--- config.mk ---
export PLATFORM = sky130hd
export DESIGN_NAME = spi_txn_controller
export DESIGN_NICKNAME = d
export VERILOG_FILES = /design/src/rtl/spi_txn_controller.sv
export SDC_FILE = /design/constraint.sdc
export NUM_CORES = 1
export LEC_CHECK = 0
export BUFFER_PORTS_ARGS = -buffer_cell sky130_fd_sc_hd__clkbuf_2
export CAP_MARGIN = 20
export CORE_MARGIN = 4
export CORE_UTILIZATION = 30
export CTS_CLUSTER_DIAMETER = 200
export CTS_CLUSTER_SIZE = 25
export DETAILED_ROUTE_END_ITERATION = 7
export GPL_TIMING_DRIVEN = 0
export PLACE_DENSITY = 0.5
export SLEW_MARGIN = 20
export SYNTH_ARGS = -nofsm -noshare
export SYNTH_HDL_FRONTEND = slang
export SYNTH_SLANG_ARGS = --single-unit
--- constraint.sdc ---
create_clock -name clk -period 1.45 [get_ports clk]
set_input_delay 0.145 -clock clk [delete_from_list [all_inputs] [get_ports clk]]
set_output_delay 0.145 -clock clk [all_outputs]
set_load 0.005 [all_outputs]
--- src/rtl/spi_txn_controller.sv ---
// Transaction-sequencing FSM for the SPI memory peripheral: counts address and
// data bits off the SCLK strobes and decodes the latch/load/write/buffer enables.
module spi_txn_controller #(
   parameter int unsigned ADDR_BITS = 7,
   parameter int unsigned DATA_BITS = 8,
   parameter int unsigned CNT_W     = 4
) (
   input  logic             clk,
   input  logic             reset,
   input  logic             cs,
   input  logic             sclk_pos,
   input  logic             sclk_neg,
   input  logic             rw_bit,
   output logic             addr_we,
   output logic             sr_we,
   output logic             dm_we,
   output logic             buf_e,
   output logic             busy,
   output logic             done,
   output logic             abort,
   output logic [CNT_W-1:0] bit_count
);

   typedef enum logic [3:0] {
      IDLE,
      GET_ADDR,
      GOT_ADDR,
      READ_WAIT,
      READ_LOAD,
      READ_SHIFT,
      WRITE_SHIFT,
      WRITE_MEM,
      DONE
   } state_e;

   localparam logic [CNT_W-1:0] ADDR_LAST = CNT_W'(ADDR_BITS);
   localparam logic [CNT_W-1:0] DATA_LAST = CNT_W'(DATA_BITS - 1);

   state_e           state_q, state_d;
   logic [CNT_W-1:0] bit_count_q, bit_count_d;
   logic             done_q, done_d;
   logic             abort_q, abort_d;

   always_ff @(posedge clk) begin
      if (reset) begin
         state_q     <= IDLE;
         bit_count_q <= '0;
         done_q      <= 1'b0;
         abort_q     <= 1'b0;
      end else begin
         state_q     <= state_d;
         bit_count_q <= bit_count_d;
         done_q      <= done_d;
         abort_q     <= abort_d;
      end
   end

   always_comb begin
      state_d     = state_q;
      bit_count_d = bit_count_q;
      abort_d     = 1'b0;
      case (state_q)
         IDLE: begin
            if (!cs) begin
               state_d     = GET_ADDR;
               bit_count_d = '0;
            end
         end
         GET_ADDR: begin
            if (sclk_pos) begin
               if (bit_count_q == ADDR_LAST) begin
                  state_d     = GOT_ADDR;
                  bit_count_d = '0;
               end else begin
                  bit_count_d = bit_count_q + CNT_W'(1);
               end
            end
         end
         GOT_ADDR: begin
            state_d     = rw_bit ? READ_WAIT : WRITE_SHIFT;
            bit_count_d = '0;
         end
         READ_WAIT: state_d = READ_LOAD;
         READ_LOAD: state_d = READ_SHIFT;
         READ_SHIFT: begin
            if (sclk_neg) begin
               bit_count_d = bit_count_q + CNT_W'(1);
               if (bit_count_q == DATA_LAST) state_d = DONE;
            end
         end
         WRITE_SHIFT: begin
            if (sclk_pos) begin
               bit_count_d = bit_count_q + CNT_W'(1);
               if (bit_count_q == DATA_LAST) state_d = WRITE_MEM;
            end
         end
         WRITE_MEM: state_d = DONE;
         DONE: begin
            if (cs) state_d = IDLE;
         end
         default: begin
            state_d     = IDLE;
            bit_count_d = '0;
         end
      endcase

      // cs release mid-transaction overrides any edge-driven move this cycle
      if (cs && (state_q != IDLE) && (state_q != DONE)) begin
         state_d     = IDLE;
         bit_count_d = '0;
         abort_d     = 1'b1;
      end

      done_d = (state_d == DONE) && (state_q != DONE);
   end

   always_comb begin
      addr_we   = (state_q == GOT_ADDR);
      sr_we     = (state_q == READ_LOAD);
      dm_we     = (state_q == WRITE_MEM);
      buf_e     = (state_q == READ_SHIFT);
      busy      = (state_q != IDLE);
      done      = done_q;
      abort     = abort_q;
      bit_count = bit_count_q;
   end

endmodule
# After elaboration in Yosys (flattened, before gate mapping)
# Cells that the tools add are included.
# Widths: inputs -> output; s select.
# word_totals
output_inout_bits	11
wordCells	47
register_bits	10
# classes
n_eq_ne	15
reduce_logical	8
bitwise_logic	1
n_addsub	1
muxes	18
# ops
cell	n
$mux 4	14
$pmux 4 s9	1
$eq 4x3->1 const B	5
$pmux 4 s5	1
$eq 4x2->1 const B	2
$eq 4x4->1 const B	2
$ne 2x2->1 const B	4
$reduce_and 5->1	1
$add 4x1->4 const B	1
$eq 4x1->1 const B	1
$logic_not 4->1	1
$ne 4x4->1 const B	1
$reduce_bool 4->1	1
$reduce_or 4->1	1
$logic_and 1x1->1	3
$mux 3	1
$reduce_or 2->1	1
$mux 1	1
$not 1->1	1

# Longest topological paths before layout
# logic_depth
ltp_word	7
depth_mapped	7

# Worst setup path after synthesis
# No wires, ideal clock.
# synth_path
kind	register -> register
startpoint	register bit_count_q[0] (netlist: bit_count[0])
endpoint	register state_q[0]
path_stages_with_launch	7
setup_slack_ns	-0.074
t_arrival_ns	1.421
cell_sequence	dfxtp_1 > ha_1 > and3b_1 > and2_1 > a21oi_1 > nor2_1 > a2111oi_2
# synth_via
elab_chain_cells	5
# synth_lines
item	line_no	text
from (decl)	40	logic [CNT_W-1:0] bit_count_q, bit_count_d;
from (signal assigned)	52	bit_count_q <= bit_count_d;
$eq 4x3->1 *	71, 88, 94	
$mux 4 (on tied branches)	94, 71, 88	
$mux 4 (on tied branches)	92, 70, 86	
$pmux 4 s9 *	62	case (state_q)
$mux 4 *	108	if (cs && (state_q != IDLE) && (state_q != DONE)) begin
to (signal assigned)	51	state_q <= state_d;
to (decl)	39	state_e state_q, state_d;
# Mark *: on every way between the ends. The rest lies on a longest branch, timed or not.
# A chain may end at the register's enable or synchronous reset.

# Worst setup path after layout
# layout_path
startpoint	register state_q[2]
endpoint	register bit_count_q[3] (netlist: bit_count[3])
# layout_via
elab_chain_cells	4
# layout_lines
item	line_no
$eq 4x3->1, or another cell as far along	62
$reduce_or 4->1 (no source line) or $logic_and 1x1->1 (tied branches)	--
$not 1->1 (no source line) or $logic_and 1x1->1 (tied branches)	--
$reduce_and 5->1 (no source line) or $reduce_or 2->1 (tied branches)	--
# Parallel ways exist; a longest one is shown, timed or not.

==> impl_results.md <==
* First-pass GRT wire length at 3.01 mm
* Critical Setup Path Class: reg -> reg
* Commonest cells post-synth: 10 x dfxtp_1, 6 x nand2_1, 5 x a21oi_1, 5 x nand2b_1, 5 x nor2_1
* RSZ-0062 raised after global routing: true
* Synthesized area per cell at 8.50 µm²
* Vias in the first global route at 640
* Worst path bufs/invs at 1
* Layout cell share with drive strength beyond 1 at 56.5%
* Hold Path Class: in -> reg
* Post-Synthesis Cells at 79
* Yosys warns at 0
* Synth Register Bits at 10
* DRC violations left at 0
* H-tree levels at 1
* Max Buffers Root-to-Sink at 2
* Post-DP HPWL at 1.26 mm
* Top delay family on crit path: simple AND/OR/NAND/NOR gates
* Post-synthesis sequential area ratio at 29.8%
* Io pins at 17
* DR WL/cell at 13.9 µm
* Initial antenna violation count at 0
* Initial core utilization at 32.9%
* CTS tree: yes
* Hold Crit Start: reset
* Worst-path cell chain: buf_6 > o31a_1 > or3_4 > nor2_4 > a22oi_2 > o22ai_2
* Root Buffer: clkbuf_4
* Diode count at 0
* Worst setup margin at -0.119 ns
* Routed WL at 1.88 mm
* VDD IR max at 0.569 mV
* Clock Skew at 0.00542 ns
* Post-synth EDFFs at 0
* Final setup fails at 8
* Post-synthesis to final-layout area growth at 54.9%
* Power Density at 655 mW/mm²
* CP Max Fanout at 4
* Crit path largest cell delay at 0.39 ns
* 1st-pass router iterations at 4
* Async S/R FF share, synth at 0%
* Input/output buffers at 16
* Hold Fails Final Rpt at 0
* Largest net degree at the start of global routing at 11
* Vias at 688
* Req. time, crit path at 1.65 ns
* CORE AREA at 0.00204 mm²
* P_leak at 0.421 nW
* Status: finished, violations left
* Setup crit start kind: flop
* Die X-Extent at 55.3 µm
* Post-DP Area at 808 µm²
* Fin area at 0.00104 mm²
* R2r startpoint: state_q[2]
* Post-synth top area share at 29.8%
* Die Ht at 55.3 µm
* Slew margin rel. at 70.1%
* Max-Cap Viols at 0
* Critical Path AT at 1.77 ns
* # hold bufs at CTS at 0
* Routed Antenna Nets at 0
* Tcrit/Tclk final at 108%
* Area of the mapped netlist at 672 µm²
* Initial DRC Count at 3
* Cell with the largest stage delay on the worst path: or3_4
* Crit path from: state_q[2]
* Crit end category: flop
* Reg clk slew, reported paths at 0.08 ns
* Insertion delay to the later sink of the worst-skew pair at 0.27 ns
* Pre-CTS WS at -0.168 ns
* FP Rows at 16
* Failing checks: setup timing
* Yosys cell types at 38
* Die area at 0.00306 mm²
* Total gr overflow at 0
* Syn_nets at 86
* CTS Buf Count at 3
* Via-to-Cell Ratio at 5.10
* Clock Sinks at 10
* Max Fclk at 0.638 GHz
* Layout Nets at 116
* Synth area leaders: dfxtp_1 30%, nand2b_1 4.7%, o311ai_4 3.9%
* Hold WS at 0.119 ns
* Tmin final at 1.57 ns
* GP Congestion at 0.776
* GRT Resource Usage Total at 12.0%
* Yosys top cell by area: dfxtp_1
* Count leader, synth: dfxtp_1
* Max Slew Vio Count at 0
* Top FF cell, synth: dfxtp_1
* Measured slew at the worst slew-check pin at 0.448 ns
-- worst reg2reg max path: stages, from the launching register on --
cell and delay, ns:
dfxtp_2 0.33, buf_6 0.12, o31a_1 0.26, or3_4 0.39, nor2_4 0.16, a22oi_2 0.08, o22ai_2 0.15
-- per-layer routing --
metal | global-route usage [%] | share of wire (%) | vias to the layer above
li1 | - | - | 350
met1 | 16.2 | 51 | 321
met2 | 17.7 | 44 | 15
met3 | 3.73 | 4.5 | 2
met4 | 4.17 | 0.64 | 0
met5 | 0 | 0 | -
-- path summary, 6_finish.rpt --
kind,cells after the start,slack [ns],to
worst min-delay path,2,0.12,state_q[1]
worst max register to register,6,-0.12,bit_count[3]
worst max-delay path,6,-0.12,bit_count[3]
worst min register to register,1,0.48,bit_count[0]
-- registers in the layout, indices dropped and copies added, names as in the netlist --
register   cells
bit_count      4
state_q        4
done           1
abort          1
-- layout by cell type, fill, tap and decap left out, types with 2 or more instances in the layout --
cell / n
a211oi_1: 2
a21oi_1: 3
a21oi_2: 2
buf_2: 4
buf_4: 9
buf_6: 3
clkbuf_2: 12
clkbuf_4: 3
dfxtp_1: 5
dfxtp_2: 2
dfxtp_4: 3
inv_2: 2
nand2_1: 5
nand2b_1: 4
nand3_1: 4
nor2_1: 5
nor3_1: 2
o21ai_1: 2
-- report_power, final --
part           internal [mW]  total, mW  switching (mW)
registers              0.277      0.289          0.0119
logic                 0.0649      0.128          0.0636
clock network          0.152      0.264           0.112
total                  0.495      0.682           0.187
-- layout make-up --
class	instances	area, µm²
well taps	27	33.8
clock buffers	4	36.3
flip-flops and latches	10	214
inverters	3	11.3
plain buffers	3	33.8
multi-input cells	61	529
fillers	216	1000
repair buffers	27	183
-- kinds of logic (layout without fill, tap and decap cells) --
family / Yosys count / count (layout) / share of synthesized area [%]
AOI/OAI and AO/OA: 22 / 22 / 28.1
xor gates and xnor gates: 1 / 1 / 1.30
adders and majority gates: 1 / 1 / 1.86
buffers and inverters: 8 / 37 / 6.14
DFF: 10 / 10 / 29.8
muxes: 1 / 1 / 1.49
and+or+nand+nor: 36 / 36 / 31.3
-- through the flow --
step,TNS [ns],utilization [%],std cells,power [mW]
2_1_floorplan,-0.0973,-,79,0.370
3_3_place_gp,-0.755,39.6,122,0.400
3_5_place_dp,-0.725,39.6,122,0.401
4_1_cts,-0.536,46.6,130,0.672
5_1_grt,-1.09,51.0,135,0.714
6_report,-0.525,51.0,135,0.682
-- timing repair --
| item | CTS | global route |
|---|---|---|
| endpoints found under the setup margin | 12 | 13 |
| setup buffers | 6 | 5 |
| pin swaps | 10 | 10 |
| gates resized for setup | 20 | 17 |
Power figures use the tool's default switching activity.
